### src/rtl/ptp_rx_timestamp_insert_if.sv
// Byte-stream bus on the GMII receive path: 9-bit data ([8] = start-of-frame)
// plus a byte-valid strobe. The source side drives it, the sink side reads it.
interface ptp_rx_timestamp_insert_if;
    logic [8:0] pkt_data;
    logic       pkt_data_wr;

    modport master (output pkt_data, output pkt_data_wr);
    modport slave  (input  pkt_data, input  pkt_data_wr);
endinterface

### src/rtl/ptp_rx_timestamp_insert.sv
// Ingress PTP receive-timestamp writer. Samples a free-running 19-bit timer at
// frame start, classifies the frame on its ethertype (stream bytes 20-21) and,
// for PTP frames, overwrites bytes 11[2:0], 12 and 13 (low 19 bits of the dst
// MAC) as they leave a fixed-depth delay line. All other bytes pass unchanged.
module ptp_rx_timestamp_insert #(
    parameter logic [15:0] PTP_ETHERTYPE = 16'h98F7,
    parameter logic [18:0] TIMER_MAX     = 19'h7A11F,
    parameter int          DELAY         = 16
) (
    input  logic                             i_clk,
    input  logic                             i_rst_n,
    ptp_rx_timestamp_insert_if.slave         rx_in,
    ptp_rx_timestamp_insert_if.master        rx_out,
    input  logic                             i_timer_rst,
    output logic                             o_stamp_pulse,
    output logic [15:0]                      ov_stamp_cnt
);
    typedef enum logic [1:0] {ST_IDLE, ST_HDR, ST_BODY} state_t;

    logic                    in_wr, in_sof;
    logic [7:0]              in_byte;
    logic [18:0]             timer_q, timer_d;
    logic [DELAY-1:0][9:0]   dl_q, dl_d;
    state_t                  state_q, state_d;
    logic [6:0]              cnt_q, cnt_d;
    logic [18:0]             ts_cap_q, ts_cap_d;
    logic [7:0]              b20_q, b20_d;
    logic                    in_id_q, in_id_d;
    logic                    match;
    logic [18:0]             pend_ts_q, pend_ts_d;
    logic                    pend_vld_q, pend_vld_d;
    logic                    pend_id_q, pend_id_d;
    logic [6:0]              ocnt_q, ocnt_d;
    logic                    out_id_q, out_id_d;
    logic                    stamp_pulse_q;
    logic [15:0]             stamp_cnt_q, stamp_cnt_d;
    logic [9:0]              out_word;
    logic                    out_wr, out_sof, out_id_cur, stamp_hit;
    logic [6:0]              out_idx;
    logic [8:0]              out_data;

    assign in_wr   = rx_in.pkt_data_wr;
    assign in_sof  = rx_in.pkt_data_wr & rx_in.pkt_data[8];
    assign in_byte = rx_in.pkt_data[7:0];

    // Invalid cycles enter the delay line as all-zero words so gaps are reproduced exactly.
    assign dl_d[0] = {in_wr, in_wr ? rx_in.pkt_data : 9'd0};
    generate
        for (genvar gi = 1; gi < DELAY; gi++) begin : g_dl
            assign dl_d[gi] = dl_q[gi-1];
        end
    endgenerate

    // Local timer: clear has priority over the terminal-count wrap.
    always_comb begin
        timer_d = timer_q + 19'd1;
        if (i_timer_rst || timer_q == TIMER_MAX) begin
            timer_d = 19'd0;
        end
    end

    // Input-side frame tracker: capture timestamp at SOF, classify on bytes 20-21.
    // A SOF seen in any state restarts tracking, abandoning an unclassified frame.
    always_comb begin
        state_d  = state_q;
        cnt_d    = cnt_q;
        ts_cap_d = ts_cap_q;
        b20_d    = b20_q;
        in_id_d  = in_id_q;
        match    = 1'b0;
        if (in_sof) begin
            ts_cap_d = timer_q;
            cnt_d    = 7'd1;
            in_id_d  = ~in_id_q;
            state_d  = ST_HDR;
        end else begin
            case (state_q)
                ST_IDLE: ;
                ST_HDR: begin
                    if (!in_wr) begin
                        state_d = ST_IDLE;
                    end else begin
                        if (cnt_q != 7'd127) cnt_d = cnt_q + 7'd1;
                        if (cnt_q == 7'd20) b20_d = in_byte;
                        if (cnt_q == 7'd21) begin
                            match   = ({b20_q, in_byte} == PTP_ETHERTYPE);
                            state_d = ST_BODY;
                        end
                    end
                end
                ST_BODY: begin
                    if (!in_wr) state_d = ST_IDLE;
                    else if (cnt_q != 7'd127) cnt_d = cnt_q + 7'd1;
                end
                default: state_d = ST_IDLE;
            endcase
        end
    end

    // Each frame carries a 1-bit id (SOF parity), counted identically on both ends
    // of the delay line, so a pending stamp is only ever applied to its own frame.
    assign out_word   = dl_q[DELAY-1];
    assign out_wr     = out_word[9];
    assign out_sof    = out_wr & out_word[8];
    assign out_idx    = out_sof ? 7'd0 : ocnt_q;
    assign out_id_cur = out_sof ? ~out_id_q : out_id_q;
    assign stamp_hit  = pend_vld_q && (pend_id_q == out_id_cur);

    // Output-side byte indexer and stamp insertion; a new match wins over a clear.
    always_comb begin
        ocnt_d     = ocnt_q;
        out_id_d   = out_id_q;
        pend_ts_d  = pend_ts_q;
        pend_vld_d = pend_vld_q;
        pend_id_d  = pend_id_q;
        out_data   = out_word[8:0];
        if (out_wr) begin
            out_id_d = out_id_cur;
            ocnt_d   = (out_idx == 7'd127) ? 7'd127 : out_idx + 7'd1;
            if (stamp_hit) begin
                case (out_idx)
                    7'd11: out_data[2:0] = pend_ts_q[18:16];
                    7'd12: out_data[7:0] = pend_ts_q[15:8];
                    7'd13: begin
                        out_data[7:0] = pend_ts_q[7:0];
                        pend_vld_d    = 1'b0;
                    end
                    default: ;
                endcase
            end
            if (out_sof && pend_vld_q && (pend_id_q != out_id_cur)) begin
                pend_vld_d = 1'b0;
            end
        end
        if (match) begin
            pend_ts_d  = ts_cap_q;
            pend_vld_d = 1'b1;
            pend_id_d  = in_id_q;
        end
    end

    assign stamp_cnt_d = stamp_cnt_q + {15'd0, match};

    // State registers; asynchronous reset truncates any frame in flight.
    always_ff @(posedge i_clk or negedge i_rst_n) begin
        if (!i_rst_n) begin
            timer_q       <= '0;
            dl_q          <= '0;
            state_q       <= ST_IDLE;
            cnt_q         <= '0;
            ts_cap_q      <= '0;
            b20_q         <= '0;
            in_id_q       <= 1'b0;
            pend_ts_q     <= '0;
            pend_vld_q    <= 1'b0;
            pend_id_q     <= 1'b0;
            ocnt_q        <= '0;
            out_id_q      <= 1'b0;
            stamp_pulse_q <= 1'b0;
            stamp_cnt_q   <= '0;
        end else begin
            timer_q       <= timer_d;
            dl_q          <= dl_d;
            state_q       <= state_d;
            cnt_q         <= cnt_d;
            ts_cap_q      <= ts_cap_d;
            b20_q         <= b20_d;
            in_id_q       <= in_id_d;
            pend_ts_q     <= pend_ts_d;
            pend_vld_q    <= pend_vld_d;
            pend_id_q     <= pend_id_d;
            ocnt_q        <= ocnt_d;
            out_id_q      <= out_id_d;
            stamp_pulse_q <= match;
            stamp_cnt_q   <= stamp_cnt_d;
        end
    end

    assign rx_out.pkt_data    = out_data;
    assign rx_out.pkt_data_wr = out_wr;
    assign o_stamp_pulse      = stamp_pulse_q;
    assign ov_stamp_cnt       = stamp_cnt_q;
endmodule
### src/flat_wrapper.sv
// flat-port wrapper written by rule: the top's interface ports become plain ports
module ptp_rx_timestamp_insert_flat 
#(
    parameter logic [15:0] PTP_ETHERTYPE = 16'h98F7,
    parameter logic [18:0] TIMER_MAX     = 19'h7A11F,
    parameter int          DELAY         = 16
)
  (i_clk, i_rst_n, i_timer_rst, o_stamp_pulse, ov_stamp_cnt, rx_in_pkt_data, rx_in_pkt_data_wr, rx_out_pkt_data, rx_out_pkt_data_wr);
  ptp_rx_timestamp_insert_if rx_in_i ();
  ptp_rx_timestamp_insert_if rx_out_i ();
  input  logic i_clk;
  input  logic i_rst_n;
  input  logic i_timer_rst;
  output logic o_stamp_pulse;
  output logic [15:0] ov_stamp_cnt;
  input wire logic [$bits(rx_in_i.pkt_data)-1:0] rx_in_pkt_data;
  input wire logic [$bits(rx_in_i.pkt_data_wr)-1:0] rx_in_pkt_data_wr;
  output wire logic [$bits(rx_out_i.pkt_data)-1:0] rx_out_pkt_data;
  output wire logic [$bits(rx_out_i.pkt_data_wr)-1:0] rx_out_pkt_data_wr;
  assign rx_in_i.pkt_data = rx_in_pkt_data;
  assign rx_in_i.pkt_data_wr = rx_in_pkt_data_wr;
  assign rx_out_pkt_data = rx_out_i.pkt_data;
  assign rx_out_pkt_data_wr = rx_out_i.pkt_data_wr;
  ptp_rx_timestamp_insert #(.PTP_ETHERTYPE(PTP_ETHERTYPE), .TIMER_MAX(TIMER_MAX), .DELAY(DELAY)) u_core (.i_clk(i_clk), .i_rst_n(i_rst_n), .rx_in(rx_in_i), .rx_out(rx_out_i), .i_timer_rst(i_timer_rst), .o_stamp_pulse(o_stamp_pulse), .ov_stamp_cnt(ov_stamp_cnt));
endmodule
### config.mk
export PLATFORM = sky130hd
export DESIGN_NAME = ptp_rx_timestamp_insert_flat
export DESIGN_NICKNAME = d
export VERILOG_FILES = /design/src/rtl/ptp_rx_timestamp_insert_if.sv /design/src/rtl/ptp_rx_timestamp_insert.sv /design/src/flat_wrapper.sv
export SDC_FILE = /design/constraint.sdc
export NUM_CORES = 1
export LEC_CHECK = 0
export CAP_MARGIN = 20
export CORE_MARGIN = 2
export CORE_UTILIZATION = 55
export CTS_CLUSTER_SIZE = 30
export DETAILED_ROUTE_END_ITERATION = 8
export GPL_TIMING_DRIVEN = 0
export PLACE_DENSITY = 0.74
export REMOVE_ABC_BUFFERS = 1
export SYNTH_ARGS = -nofsm -noshare
export SYNTH_HDL_FRONTEND = slang
export SYNTH_SLANG_ARGS = --single-unit
### constraint.sdc
create_clock -name i_clk -period 6.67 [get_ports i_clk]
set_input_delay 1.0005 -clock i_clk [delete_from_list [all_inputs] [get_ports i_clk]]
set_output_delay 1.0005 -clock i_clk [all_outputs]
set_load 0.02 [all_outputs]
==> summary.md, run 1 <==
| Metric | Value |
|---|---|
| Hold-fix buffer count after cts | `0` |
| Data required time at the worst endpoint | `5670 ps` |
| Startpoint Class | `register` |
| Sequential fraction of the synthesis area | `73.13%` |
| Slew at the pin closest to its max-slew limit | `923.5 ps` |
| Clock Skew | `13.45 ps` |
| Final std cells w/o fill | `921` |
| Post-layout min period | `4589 ps` |
| Synth Flop Type | `sky130_fd_sc_hd__dfrtp_1` |
| Pre-CTS setup slack | `2648 ps` |
| Count of buffers added by post-CTS timing repair for setup | `0` |
| Fmax achieved | `217.9 MHz` |
| Critical path start-end classification | `reg2out` |
| Hold slack | `342.8 ps` |
| Critical path peak fanout | `16` |
| Final Hold Fails | `0` |
| Clock net sink count | `262` |
| Cell accounting for the most synthesized area | `sky130_fd_sc_hd__dfrtp_1` |
| Y dimension of the die | `131.7 um` |
| DRC violation count after routing | `0` |
| CP Capture Type | `output pin` |
| Status | `completed` |
| Number of enable-type register cells in the synthesized netlist | `0` |
| Antenna violations before repair | `0` |
| Cells after synthesis | `637` |
| Initial DRC Count | `209` |
| Setup repair after global routing missed its margin | `false` |
| Core Box Area | `15890 sq um` |
| Share of post-route cells with drive strength above 1 | `13.19%` |
| Number of cells after detailed placement | `874` |
| Die area | `17340 sq um` |
| Number of placement rows | `46` |
| Final core utilization | `66.37%` |
| Most numerous cell types in the synthesized netlist | `262 x sky130_fd_sc_hd__dfrtp_1, 84 x sky130_fd_sc_hd__nand2_1, 29 x sky130_fd_sc_hd__mux2_2` |
| Global-route wire length before repair | `24550 um` |
| Fill cell instance count of the final layout | `1162` |
| Netlist area before placement | `8965 sq um` |
| Most used standard cell by instance count after synthesis | `sky130_fd_sc_hd__dfrtp_1` |
| Leading cell types by total area after synthesis | `sky130_fd_sc_hd__dfrtp_1 73%, sky130_fd_sc_hd__mux2_2 3.6%, sky130_fd_sc_hd__nand2_1 3.5%` |
| Share of flip-flops with an asynchronous set or reset | `100.0%` |
| Number of buffers added by the clock tree synthesis step | `26` |
| Count of input and output buffers | `39` |
| Global-route congestion overflow total | `0` |
| Seq cells post-synth | `262` |
| Fin nets | `711` |
| Post-route fraction of the period consumed by the critical path | `68.79%` |
| Final number of max-transition violations | `0` |
| HPWL after detailed placement | `8966 um` |
| HP Start | `u_core.dl_d[94]` |
| Vias in the first global route | `5022` |
| Yosys warning count | `0` |
| Multi-input gate area in the final layout | `2223 sq um` |
| Slack of the worst reg-to-reg path | `3800 ps` |
| Clk pin slew, worst setup/hold paths | `60 ps` |
| Die Span X | `131.7 um` |
| Max Buffers Root-to-Sink | `3` |
| Antenna cells | `0` |
| Maximum resistive drop on vdd | `0.1986 mV` |
| Pre-antenna DRT Iters | `5` |
| Worst max-slew margin expressed relative to the limit | `38.28%` |
| Initial core utilization | `56.44%` |
| Critical path launch point | `u_core.out_word[9]` |
| Final-report setup violation count | `0` |
| Routed Wire Length | `14070 um` |
| Hold Path Cell Cnt | `0` |
| Cell depth of the worst flop-to-flop path | `8` |
| Cell area after layout | `10540 sq um` |
| Gr usage total | `17.27%` |
| TritonCTS clock tree | `built` |
| Cell leakage power | `0.005079 uW` |
| Routed length per instance | `15.27 um` |
| Power Density | `326.3 nW/um^2` |
| Arrival @ worst endpoint | `3590 ps` |
| Least setup slack across all paths after layout | `2081 ps` |
| Count of vias placed by the detailed router | `4848` |
| Number of maximum-capacitance violations | `0` |
| Weighted congestion reported at the end of routability-driven placement | `0.8628` |
| Area taken by flip-flops and latches | `6556 sq um` |
| Mapped Avg Cell Area | `14.07 sq um` |
| Via density | `5.264` |
| Area share of the largest cell type after synthesis | `73.13%` |
| Maximum number of pins on one net before global-route repair | `102` |
| Reg2Reg Launch Point | `u_core.out_word[9]` |
| Clock latency at the later pin of the worst-skew pair | `510 ps` |
| Classification of the worst-slack hold path | `reg2reg` |
| Total cell area at the placement stage | `9610 sq um` |
| Cts repair resizes | `0` |
| CTS H-tree depth | `1` |
| Area growth from synthesis to final layout | `17.60%` |
| I/O pin cnt | `40` |
| Cell at the root of the clock tree | `sky130_fd_sc_hd__clkbuf_16` |
| Number of unique standard cell types used by synthesis | `62` |
| ANT nets after route | `0` |
## path summary, 6_finish.rpt
path | to
max in group asynchronous | u_core.ts_cap_q[18]
min in group asynchronous | u_core.out_word[8]
hold / removal | u_core.dl_d[104]
setup / recovery | rx_out_pkt_data[5]
setup reg to reg | u_core.ocnt_q[5]
hold reg to reg | u_core.dl_d[104]
## power breakdown
part | leakage [uW] | switching [uW] | internal [uW]
logic | 0.00118 | 120 | 75.9
registers | 0.00344 | 55.0 | 1670
clock network | 0.000461 | 563 | 956
total | 0.00508 | 737 | 2700
## placed cells by master (no fill, tap or decap), drive strengths merged, types with 6 or more instances in the layout
| cell | n |
|---|---|
| xor2 | 16 |
| nand4 | 12 |
| and2 | 10 |
| ha | 12 |
| xnor2 | 16 |
| nand3 | 19 |
| a22oi | 6 |
| clkbuf | 34 |
| nor3 | 8 |
| clkinv | 7 |
| and3 | 9 |
| nor2 | 27 |
| clkdlybuf4s50 | 38 |
| nand2 | 84 |
| dfrtp | 262 |
| mux2 | 30 |
| o22ai | 6 |
| a21oi | 17 |
| inv | 22 |
## worst max-delay path: stages, from the launching register on
cell and delay [ps]:
sky130_fd_sc_hd__dfrtp_1 660, sky130_fd_sc_hd__nand2_1 410, sky130_fd_sc_hd__nand2_1 200, sky130_fd_sc_hd__inv_1 70
sky130_fd_sc_hd__ha_1 240, sky130_fd_sc_hd__nor4b_1 160, sky130_fd_sc_hd__and3_1 270, sky130_fd_sc_hd__o21ba_2 270
sky130_fd_sc_hd__o22ai_1 170, sky130_fd_sc_hd__clkdlybuf4s50_1 630
## per-layer routing
metal / vias to the layer above / GRT usage, % / wire length [um]
li1: 2268 / - / -
met1: 2462 / 23.80 / 6236
met2: 100 / 28.48 / 7047
met3: 18 / 3.202 / 571
met4: 0 / 5.012 / 211
met5: - / 0 / 0
## layout make-up
cell class / count / share of cell area (%)
Inverter: 22 / 0.7833
Sequential cell: 262 / 62.19
Clock inverter: 13 / 1.614
Clock buffer: 34 / 7.228
Timing Repair Buffer: 42 / 4.534
Tap cell: 216 / 2.563
Multi-Input combinational cell: 332 / 21.09
## metrics by stage
| step | total power, uW | TNS, ps |
|---|---|---|
| finish | 3440 | 0 |
| detailed placement | 1949 | 0 |
| global placement | 1934 | -1444220 |
| global route | 3594 | 0 |
| CTS | 3478 | 0 |
| floorplan | 1854 | 0 |
## kinds of logic after synthesis
group,after synthesis,synth area share (%)
AO/OA/AOI/OAI,61,4.857
XOR/XNOR,32,3.126
adder cells (fa/ha/maj),12,1.675
buffers and inverters,43,2.135
flip-flops,262,73.13
multiplexers,33,4.145
AND/OR/NAND/NOR,194,10.93
## sequential cells by signal, summed over array words and instances, names as in the netlist, 2 cells and up
signal and cells:
u_core.ocnt_q 7, u_core.b20_q 8, u_core.out_word 10, u_core.cnt_q 7, u_core.timer_q 19, u_core.ts_cap_q 19
u_core.ov_stamp_cnt 16, u_core.state_q 2, u_core.pend_ts_q 19, u_core.dl_d 150
No activity file was read; power rests on OpenSTA's default activity.
==> run 2, diff against run 1 <==
==> constraint.sdc (replaced) <==
create_clock -name i_clk -period 4.5 [get_ports i_clk]
set_input_delay 0.675 -clock i_clk [delete_from_list [all_inputs] [get_ports i_clk]]
set_output_delay 0.675 -clock i_clk [all_outputs]
set_load 0.02 [all_outputs]
==> results of run 2 <==
Same layout as run 1 (identical final DEF). Status: completed.
Among the figures that moved: setup slack after placement 2648 ps -> 804.0 ps; setup slack after layout 2081 ps -> 237.0 ps; hold slack 342.8 ps -> 120.7 ps; register-to-register setup slack 3800 ps -> 1630 ps; total power 3440 uW -> 5098 uW; worst IR drop on VDD 0.1986 mV -> 0.2944 mV
==> run 3, diff against run 2 <==
--- a/config.mk
+++ b/config.mk
@@ -7,11 +7,10 @@
 export LEC_CHECK = 0
 export CAP_MARGIN = 20
 export CORE_MARGIN = 2
-export CORE_UTILIZATION = 55
+export CORE_UTILIZATION = 40
 export CTS_CLUSTER_SIZE = 30
 export DETAILED_ROUTE_END_ITERATION = 8
 export GPL_TIMING_DRIVEN = 0
-export PLACE_DENSITY = 0.74
 export REMOVE_ABC_BUFFERS = 1
 export SYNTH_ARGS = -nofsm -noshare
 export SYNTH_HDL_FRONTEND = slang
==> run 3 against run 2 <==
Utilization fell by 18 points; clock skew increased by 8.9 ps; wire length rose by 1.1%; critical path depth did not move; sequential share of layout area is 0.36 points lower; fmax up 2.2%; largest power group unchanged.
==> summary.md, run 3 (synthesized netlist as in run 1, its figures left out) <==
| Metric | Value |
|---|---|
| Die area | `23630 sq um (+36%)` |
| Number of gates on the worst path with buffers counted | `9 (unchanged)` |
| Cell depth of the worst flop-to-flop path | `8 (unchanged)` |
| Power Density | `475.3 nW/um^2` |
| TritonCTS clock tree | `built` |
| Post-layout min period | `4173 ps` |
| Reg2Reg Launch Point | `u_core.out_word[9]` |
| Critical path, cell by cell | `nand2_2 > nand2_1 > inv_1 > ha_1 > nor4b_1 > and3_1 > o21ba_2 > o22ai_1 > clkdlybuf4s50_1` |
| Count of input and output buffers | `39 (unchanged)` |
| Global-route wire length before repair | `24890 um (+1.4%)` |
| Y dimension of the die | `153.7 um (+17%)` |
| Weighted congestion reported at the end of routability-driven placement | `0.8209 (-4.9%)` |
| Number of buffers added by the clock tree synthesis step | `26 (unchanged)` |
| I/O pin cnt | `40 (unchanged)` |
| Cell at the root of the clock tree | `sky130_fd_sc_hd__clkbuf_16` |
| Worst setup path endpoint | `rx_out_pkt_data[3]` |
| Pre-CTS setup slack | `752.7 ps` |
| Maximum number of pins on one net before global-route repair | `129 (+26%)` |
| Global-route congestion overflow total | `0 (unchanged)` |
| Share of post-route cells with drive strength above 1 | `12.73% (-0.46 points)` |
| Initial core utilization | `40.95% (-15 points)` |
| Arrival @ worst endpoint | `3500 ps (-90 ps)` |
| Status | `completed` |
| Number of buffer and inverter stages on the critical path | `2 (unchanged)` |
| Fill cell instance count of the final layout | `1926 (+66%)` |
| Data required time at the worst endpoint | `3830 ps` |
| Cell leakage power | `0.005057 uW (-0.44%)` |
| Clock net sink count | `262 (unchanged)` |
| Critical path launch point | `u_core.out_word[9]` |
| Slew at the pin closest to its max-slew limit | `856.8 ps (-66.71 ps)` |
| Gr usage total | `12.38% (-4.9 points)` |
| Classification of the worst-slack hold path | `reg2reg` |
| Max Buffers Root-to-Sink | `3 (unchanged)` |
| Max incr delay on CP | `660 ps (about the same)` |
| Setup repair after global routing missed its margin | `false` |
| Clock latency at the later pin of the worst-skew pair | `540 ps (+30 ps)` |
| Initial DRC Count | `226 (+8.1%)` |
| Final-report setup violation count | `0 (unchanged)` |
| Slowest-stage cell, CP | `sky130_fd_sc_hd__dfrtp_1` |
| DRC violation count after routing | `0 (unchanged)` |
| Commonest non-fill, non-tap cell in the layout | `sky130_fd_sc_hd__dfrtp_1` |
| Via density | `4.897 (-7.0%)` |
| Final number of max-transition violations | `0 (unchanged)` |
| Total cell area at the placement stage | `9691 sq um (+0.83%)` |
| Overall power after layout | `5040 uW` |
| Routed Wire Length | `14220 um (+1.1%)` |
| Final core utilization | `48.44% (-18 points)` |
| Number of placement rows | `54 (+17%)` |
| Post-route fraction of the period consumed by the critical path | `92.73%` |
| Core Box Area | `21890 sq um (+38%)` |
| Final Hold Fails | `0 (unchanged)` |
| Area taken by flip-flops and latches | `6556 sq um (unchanged)` |
| Worst max-slew margin expressed relative to the limit | `42.74% (+4.5 points)` |
| Slack of the worst reg-to-reg path | `1790 ps` |
| Die Span X | `153.7 um (+17%)` |
| Number of flip-flops under the largest register name | `150 (unchanged)` |
| Area growth from synthesis to final layout | `18.28%` |
| Critical path peak fanout | `16 (unchanged)` |
| Pre-antenna DRT Iters | `4 (-1)` |
| CP Capture Type | `output pin` |
| Family with the most delay on the worst path | `simple AND/OR/NAND/NOR gates` |
| Maximum resistive drop on vdd | `0.2765 mV` |
| Fin Setup TNS | `0 ps (unchanged)` |
| Clk pin slew, worst setup/hold paths | `60 ps (about the same)` |
| Vias in the first global route | `5144 (+2.4%)` |
| Count of vias placed by the detailed router | `4833 (-0.31%)` |
| Routed length per instance | `14.41 um (-5.6%)` |
| Startpoint Class | `register` |
| Antenna violations before repair | `0 (unchanged)` |
| CTS H-tree depth | `1 (unchanged)` |
| Critical path start-end classification | `reg2out` |
| Least setup slack across all paths after layout | `327.0 ps` |
| Highest-count cells in the layout ignoring fill and taps | `262 x sky130_fd_sc_hd__dfrtp_1, 83 x sky130_fd_sc_hd__nand2_1, 38 x sky130_fd_sc_hd__clkdlybuf4s50_1` |
| Number of maximum-capacitance violations | `0 (unchanged)` |
| Fmax achieved | `239.6 MHz` |
| Critical register-to-register path endpoint | `u_core.ocnt_q[2]` |
| Clock Skew | `22.35 ps (+8.897 ps)` |
| Multi-input gate area in the final layout | `2226 sq um (+0.11%)` |
| Count of buffers added by post-CTS timing repair for setup | `0 (unchanged)` |
| ANT nets after route | `0 (unchanged)` |
| Antenna cells | `0 (unchanged)` |
| HPWL after detailed placement | `8887 um (-0.89%)` |
| Fin nets | `712 (+0.14%)` |
| Cell area after layout | `10600 sq um (+0.58%)` |
[run 3: cell types whose count changed in the layout (fill, tap and decap cells not counted), moves of 2 or more]
cell / change
sky130_fd_sc_hd__clkinv_2: -3
sky130_fd_sc_hd__clkbuf_1: +5
sky130_fd_sc_hd__clkinv_4: +2
sky130_fd_sc_hd__clkbuf_8: -2
[run 3: power by group]
group | switching, uW | internal [uW]
registers | 81.3 | 2480
clock network | 879 | 1320
logic | 176 | 113
total | 1140 | 3900
[run 3: cell type report]
cell class              instances  share of cell area [%]
clock buffers                  36                   6.867
clock inverters                12                   1.628
inverters                      22                  0.7788
multi-input cells             332                   20.99
flip-flops and latches        262                   61.83
well taps                     280                   3.304
repair buffers                 43                   4.602
[run 3: stage by stage]
stage | std cells | hold WS, ps
6_report | 987 | 341.2
5_1_grt | 987 | 350.8
4_1_cts | 987 | 344.0
3_5_place_dp | 938 | 334.7
3_3_place_gp | 935 | 331.2
2_1_floorplan | 616 | 331.2
[run 3: repair_timing]
item,4_1_cts,5_1_grt
resized for setup,0,1
setup endpoints to repair,0,5
hold buffers,1,0
hold endpoints to repair,16,0
[run 3: how the worst min path moves through the flow]
stage                           startpoint                  to  slack, ps  depth (start not counted)
after floorplan            u_core.dl_d[90]    u_core.dl_d[100]        330                          0
after global placement    u_core.dl_d[134]    u_core.dl_d[144]        330                          0
after detailed placement  u_core.dl_d[107]    u_core.dl_d[117]        330                          0
after CTS                 u_core.dl_d[153]  u_core.out_word[3]        340                          0
after global routing      u_core.dl_d[124]    u_core.dl_d[134]        350                          0
final                      u_core.dl_d[85]     u_core.dl_d[95]        340                          0
[run 3: routing by layer]
layer | GRT usage (%) | wire, um | part of all wire [%]
met1 | 16.72 | 6494 | 46
met2 | 20.36 | 6733 | 47
met3 | 2.480 | 570 | 4.0
met4 | 3.932 | 423 | 3.0
met5 | 0 | 0 | 0
